File: config.mk
export PLATFORM = sky130hd
export DESIGN_NAME = rob_mw
export DESIGN_NICKNAME = d
export VERILOG_FILES = /design/src/rtl/rob_mw.sv
export SDC_FILE = /design/constraint.sdc
export NUM_CORES = 1
export LEC_CHECK = 0
export ABC_AREA = 1
export BUFFER_PORTS_ARGS = -buffer_cell sky130_fd_sc_hd__buf_2
export CORE_ASPECT_RATIO = 1.5
export CORE_MARGIN = 4
export CORE_UTILIZATION = 25
export DETAILED_ROUTE_END_ITERATION = 7
export PLACE_DENSITY = 0.41
export SYNTH_ARGS = -nofsm -noshare
export SYNTH_HDL_FRONTEND = slang
export SYNTH_SLANG_ARGS = --single-unit
export TNS_END_PERCENT = 10
File: constraint.sdc
create_clock -name clk -period 9.4 [get_ports clk]
set_clock_uncertainty 0.15 [all_clocks]
set_input_delay 1.88 -clock clk [delete_from_list [all_inputs] [get_ports clk]]
set_output_delay 1.88 -clock clk [all_outputs]
set_load 0.02 [all_outputs]
File: src/rtl/rob_mw.sv
// Multi-lane reorder buffer: W-wide in-order allocate and commit, NWB writeback ports.
// Optional exception tracking is compiled in when ROB_EXC_EN is defined.
module rob_mw #(
  parameter  int ARCH = 32,
  parameter  int PHYS = 64,
  parameter  int ROBN = 16,
  parameter  int W    = 2,
  parameter  int NWB  = 2,
  localparam int AW   = $clog2(ARCH),
  localparam int PW   = $clog2(PHYS),
  localparam int RW   = $clog2(ROBN)
) (
  input  logic              clk,
  input  logic              rst_n,
  input  logic [W-1:0]      alloc_valid,
  input  logic [W*AW-1:0]   alloc_ard,
  input  logic [W*PW-1:0]   alloc_prd_new,
  input  logic [W*PW-1:0]   alloc_prd_old,
  output logic              alloc_ready,
  output logic [W*RW-1:0]   alloc_idx,
  input  logic [NWB-1:0]    wb_valid,
  input  logic [NWB*RW-1:0] wb_idx,
`ifdef ROB_EXC_EN
  input  logic [NWB-1:0]    wb_exc,
  output logic              exc_valid,
  output logic [RW-1:0]     exc_idx,
`endif
  output logic [W-1:0]      commit_valid,
  output logic [W*AW-1:0]   commit_ard,
  output logic [W*PW-1:0]   commit_prd_new,
  output logic [W*PW-1:0]   commit_prd_old,
  input  logic              commit_ready,
  input  logic              flush,
  output logic [RW:0]       count,
  output logic              empty,
  output logic              full
);

  localparam logic [RW:0] ROBN_C = (RW+1)'(ROBN);
  localparam logic [RW:0] W_C    = (RW+1)'(W);

  logic [ROBN-1:0] valid_q, valid_d;
  logic [ROBN-1:0] rdy_q, rdy_d;
  logic [ROBN-1:0] exc_stop;
  logic [RW-1:0]   head_q, head_d, tail_q, tail_d;
  logic [RW:0]     count_q, count_d;
  logic [RW:0]     n_alloc, n_commit;
  logic [RW-1:0]   aidx [W];
  logic [RW-1:0]   cidx [W];
  logic [AW-1:0]   ard_q    [ROBN];
  logic [PW-1:0]   prd_new_q[ROBN];
  logic [PW-1:0]   prd_old_q[ROBN];
  logic            alloc_contig;

`ifdef ROB_EXC_EN
  logic [ROBN-1:0] exc_q, exc_d;
  assign exc_stop  = exc_q;
  assign exc_valid = valid_q[head_q] & rdy_q[head_q] & exc_q[head_q];
  assign exc_idx   = head_q;
`else
  assign exc_stop  = '0;
`endif

  assign alloc_ready = (ROBN_C - count_q) >= W_C;
  assign count       = count_q;
  assign empty       = (count_q == '0);
  assign full        = (count_q == ROBN_C);

  for (genvar k = 0; k < W; k++) begin : g_lane
    assign aidx[k] = tail_q + RW'(k);
    assign cidx[k] = head_q + RW'(k);
    assign alloc_idx[k*RW +: RW]      = aidx[k];
    assign commit_ard[k*AW +: AW]     = ard_q[cidx[k]];
    assign commit_prd_new[k*PW +: PW] = prd_new_q[cidx[k]];
    assign commit_prd_old[k*PW +: PW] = prd_old_q[cidx[k]];
  end

  // A lane may retire only if every older lane in this group also retires.
  always_comb begin
    logic chain;
    // NOTE: every combinational output gets a default first so no path can infer a latch.
    chain        = 1'b1;
    commit_valid = '0;
    n_commit     = '0;
    for (int k = 0; k < W; k++) begin
      chain = chain && valid_q[cidx[k]] && rdy_q[cidx[k]] && !exc_stop[cidx[k]]
              && ((RW+1)'(k) < count_q);
      commit_valid[k] = chain;
      if (chain) n_commit = n_commit + (RW+1)'(1);
    end
  end

  always_comb begin
    n_alloc = '0;
    for (int k = 0; k < W; k++)
      if (alloc_valid[k]) n_alloc = n_alloc + (RW+1)'(1);
  end

  always_comb begin
    valid_d = valid_q;
    rdy_d   = rdy_q;
    head_d  = head_q;
    tail_d  = tail_q;
    count_d = count_q;
`ifdef ROB_EXC_EN
    exc_d   = exc_q;
`endif
    for (int p = 0; p < NWB; p++) begin
      if (wb_valid[p] && valid_q[wb_idx[p*RW +: RW]]) begin
        rdy_d[wb_idx[p*RW +: RW]] = 1'b1;
`ifdef ROB_EXC_EN
        if (wb_exc[p]) exc_d[wb_idx[p*RW +: RW]] = 1'b1;
`endif
      end
    end
    if (commit_ready) begin
      for (int k = 0; k < W; k++)
        if (commit_valid[k]) valid_d[cidx[k]] = 1'b0;
      head_d  = head_q + RW'(n_commit);
      count_d = count_d - n_commit;
    end
    if (alloc_ready) begin
      for (int k = 0; k < W; k++) begin
        if (alloc_valid[k]) begin
          valid_d[aidx[k]] = 1'b1;
          rdy_d[aidx[k]]   = 1'b0;
`ifdef ROB_EXC_EN
          exc_d[aidx[k]]   = 1'b0;
`endif
        end
      end
      tail_d  = tail_q + RW'(n_alloc);
      count_d = count_d + n_alloc;
    end
    if (flush) begin
      valid_d = '0;
      rdy_d   = '0;
      head_d  = '0;
      tail_d  = '0;
      count_d = '0;
`ifdef ROB_EXC_EN
      exc_d   = '0;
`endif
    end
  end

  // NOTE: sequential state uses non-blocking assignments so every register samples pre-edge values.
  always_ff @(posedge clk or negedge rst_n) begin
    if (!rst_n) begin
      valid_q <= '0;
      rdy_q   <= '0;
      head_q  <= '0;
      tail_q  <= '0;
      count_q <= '0;
`ifdef ROB_EXC_EN
      exc_q   <= '0;
`endif
    end else begin
      valid_q <= valid_d;
      rdy_q   <= rdy_d;
      head_q  <= head_d;
      tail_q  <= tail_d;
      count_q <= count_d;
`ifdef ROB_EXC_EN
      exc_q   <= exc_d;
`endif
    end
  end

  // NOTE: payload storage has no reset; it is only observed through entries whose valid bit is set.
  always_ff @(posedge clk) begin
    for (int k = 0; k < W; k++) begin
      if (alloc_ready && !flush && alloc_valid[k]) begin
        ard_q[aidx[k]]     <= alloc_ard[k*AW +: AW];
        prd_new_q[aidx[k]] <= alloc_prd_new[k*PW +: PW];
        prd_old_q[aidx[k]] <= alloc_prd_old[k*PW +: PW];
      end
    end
  end

  // Requesting lanes must form a run starting at lane 0.
  assign alloc_contig = ((alloc_valid & (alloc_valid + W'(1))) == '0);

  a_alloc_contig: assert property (@(posedge clk) disable iff (!rst_n) alloc_contig)
    else $error("rob_mw: non-contiguous alloc_valid %b", alloc_valid);

endmodule
==> metrics <==
Unique masters post-synth 40; Die Ht 360 um; Vias 18995; layout cells sized above 1 8.94%; Root Buffer clkbuf_16; row cnt 128; WL/cell 23.1 um; CP Capture Type output pin; clk buf depth 3; Setup Viol. Count Final 0; unrepaired setup endpoints after global routing no; Synth Area in XOR/XNOR 0.304%; Crit path buffers/inverters 3; Achievable Freq 146 MHz; dpl hpwl 53.8 mm; Clock Power Share 36.1%; Post-Syn Nets 2796; compound-gate portion of the synthesized area 23.9%; most frequent cells in the layout nand2_1, o21ai_0, edfxtp_1; max-cap violations 0; Peak supply drop 0.107 mV; post-CTS setup buffer count 0; Ports 102; Layout fillers 8805; Initial Utilization 25.3%; post-synthesis simple-gate area fraction 18.6%; actual slew at the worst max-slew pin 1.08 ns; worst-path cell chain inv_1, ha_4, buf_4, a21oi_1, o21ai_0, a21oi_1, or4_1, buf_2; H-tree levels 2; Top FF cell, synth edfxtp_1; largest net degree at the start of global routing 118; vias per cell 5.10; GRT Util Overall 18.9%; largest family of logic cells by synthesized area compound AO/OA/AOI/OAI gates; crit share post-route 72.6%; leak pwr 8.99 nW; count of final hold-check violations 0; P_int 0.00268 W; Slowest-stage cell, CP dfrtp_4; fin nets 2739; Clock Sinks 317; Pins Over Slew Limit 0; non-filler instance count after layout 3728; worst slack, placed 3.12 ns; Iter 0 DRT Violations 1985; multiplexer share of the synthesized area 0%; setup_tns 0 ns; post-cts resize count 0; die width 242 um; Worst R2R Start head_q[1]; Reg power frac 42.7%; TritonCTS Buffers 37; highest net fanout along the worst path 76; Routed Antenna Nets 0; core area 81500 um2; number of synthesized flops with an enable pin 272; Hold Crit Class flop to flop; die area 87200 um2; run status finished clean; register area share after synthesis 45.1%; Req. time, crit path 7.37 ns; area delta synth->final 9.64%; Hold-fix buffers, CTS 0; switch share 32.8%; vias in the first global route 18341; First-pass DRT Iterations 6; PD cells 176 nW/um2; WL final 86.1 mm; slew margin rel. 27.8%; worst path arrival time 4.80 ns; adder-cell share of the synthesized area 1.91%; Placed Instances 3661; Crit Path Category flop to output pin; total congestion overflow 0; post-layout min period 6.83 ns; CP max stage delay 1.02 ns; IO buf count 101; GPL Wtd Cong 0.940; Final Worst Setup Slack 2.57 ns; nature of the critical path startpoint flop; area of the multi-input gates 9260 um2; Syn. warnings 0; most used cell along the critical path a21oi_1; TritonCTS clock tree done; first-pass GRT wire length 124 mm; Avg Inst Size Synth 7.58 um2; Critical Path Source head_q[1]; hold path start rdy_q[11]; area leader, netlist edfxtp_1; register area 9300 um2; kind of cell adding the most delay to the critical path buffers and inverters; Post-DP Area 21400 um2; initial antenna violation count 3; Psw 0.00131 W; Yosys reg bits 317; asr flop ratio synth 14.2%; Clk Latency, worst-skew pair 0.56 ns; Hold Slack 0.394 ns; Synth top area share 39.6%; Finished Cell Area 22600 um2; leading cell type in the layout, fill and taps excluded nand2_1; Mapped Area 20600 um2; Reg clk slew, reported paths 0.06 ns; Comb pwr share 21.2%; Gate Count Post-Synth 2717; DRC 0; top post-synthesis cells by area edfxtp_1, o21ai_0, nand2_1
==> power by group through the flow <==
stage	Combinational [W]	Sequential (W)	Clock (W)
2_1_floorplan	0.000526	0.00172	0
3_3_place_gp	0.000843	0.00173	0
3_5_place_dp	0.000854	0.00173	0
4_1_cts	0.000858	0.00170	0.00147
5_1_grt	0.000938	0.00171	0.00152
6_report	0.000846	0.00170	0.00144
==> kinds of logic after synthesis <==
| logic type | Yosys count |
|---|---|
| AOI/OAI and AO/OA | 953 |
| xor gates and xnor gates | 5 |
| adders and majority gates | 29 |
| buffers and inverters | 451 |
| DFF | 317 |
| and+or+nand+nor | 962 |
==> layout make-up <==
cell class,count,share of cell area [%]
Antenna cell,3,0.0332
Clock buffer,48,4.51
Clock inverter,16,0.581
Inverter,224,3.75
Multi-Input combinational cell,1949,41.0
Sequential cell,317,41.2
Tap cell,1040,5.76
Timing Repair Buffer,131,3.23
==> stage by stage <==
stage	utilization, %	total power [W]
floorplan	-	0.00225
finish	27.7	0.00399
global route	27.7	0.00417
detailed placement	26.3	0.00258
global placement	26.3	0.00257
CTS	27.7	0.00403
==> tightest hold or removal path, cell delays in order, from the launching register on <==
cell and delay, ns:
dfrtp_1 0.35, a21oi_1 0.04, a21oi_1 0.11
==> synth_stat cells (6+ instances only) <==
library cell,instances
inv_1,196
nand3_1,37
nand2_1,600
inv_2,26
o31ai_1,15
dfrtp_1,45
nand2_2,6
clkbuf_1,87
nor2_1,267
ha_1,25
buf_6,32
o21ai_0,581
nor3_1,6
a21oi_1,186
o21ai_1,120
buf_2,62
edfxtp_1,272
buf_1,26
o22ai_1,9
buf_4,20
nand4_1,27
a22oi_1,36
nor2_2,7
==> sequential cells by signal, indices dropped and copies added (netlist names) <==
signal and flops:
prd_old_q 96, head_q 4, ard_q 80, tail_q 4
count 5, rdy_q 16, valid_q 16, prd_new_q 96
==> final timing paths <==
| path | to | cells past startpoint | slack (ns) |
|---|---|---|---|
| max in group asynchronous | head_q[0] | 2 | 7.25 |
| setup / recovery | commit_prd_new[7] | 8 | 2.57 |
| setup reg to reg | count[4] | 20 | 3.15 |
| hold reg to reg | rdy_q[11] | 2 | 0.39 |
| hold / removal | rdy_q[11] | 2 | 0.39 |
| min in group asynchronous | tail_q[0] | 2 | 1.28 |
==> routing by layer <==
layer / routed length, um / up-vias / track usage, %
li1: - / 9076 / -
met1: 34900 / 9166 / 22.5
met5: 0 / - / 0
met2: 43300 / 590 / 34.0
met4: 4340 / 0 / 9.16
met3: 3630 / 163 / 1.87
No activity file was read; power rests on OpenSTA's default activity.
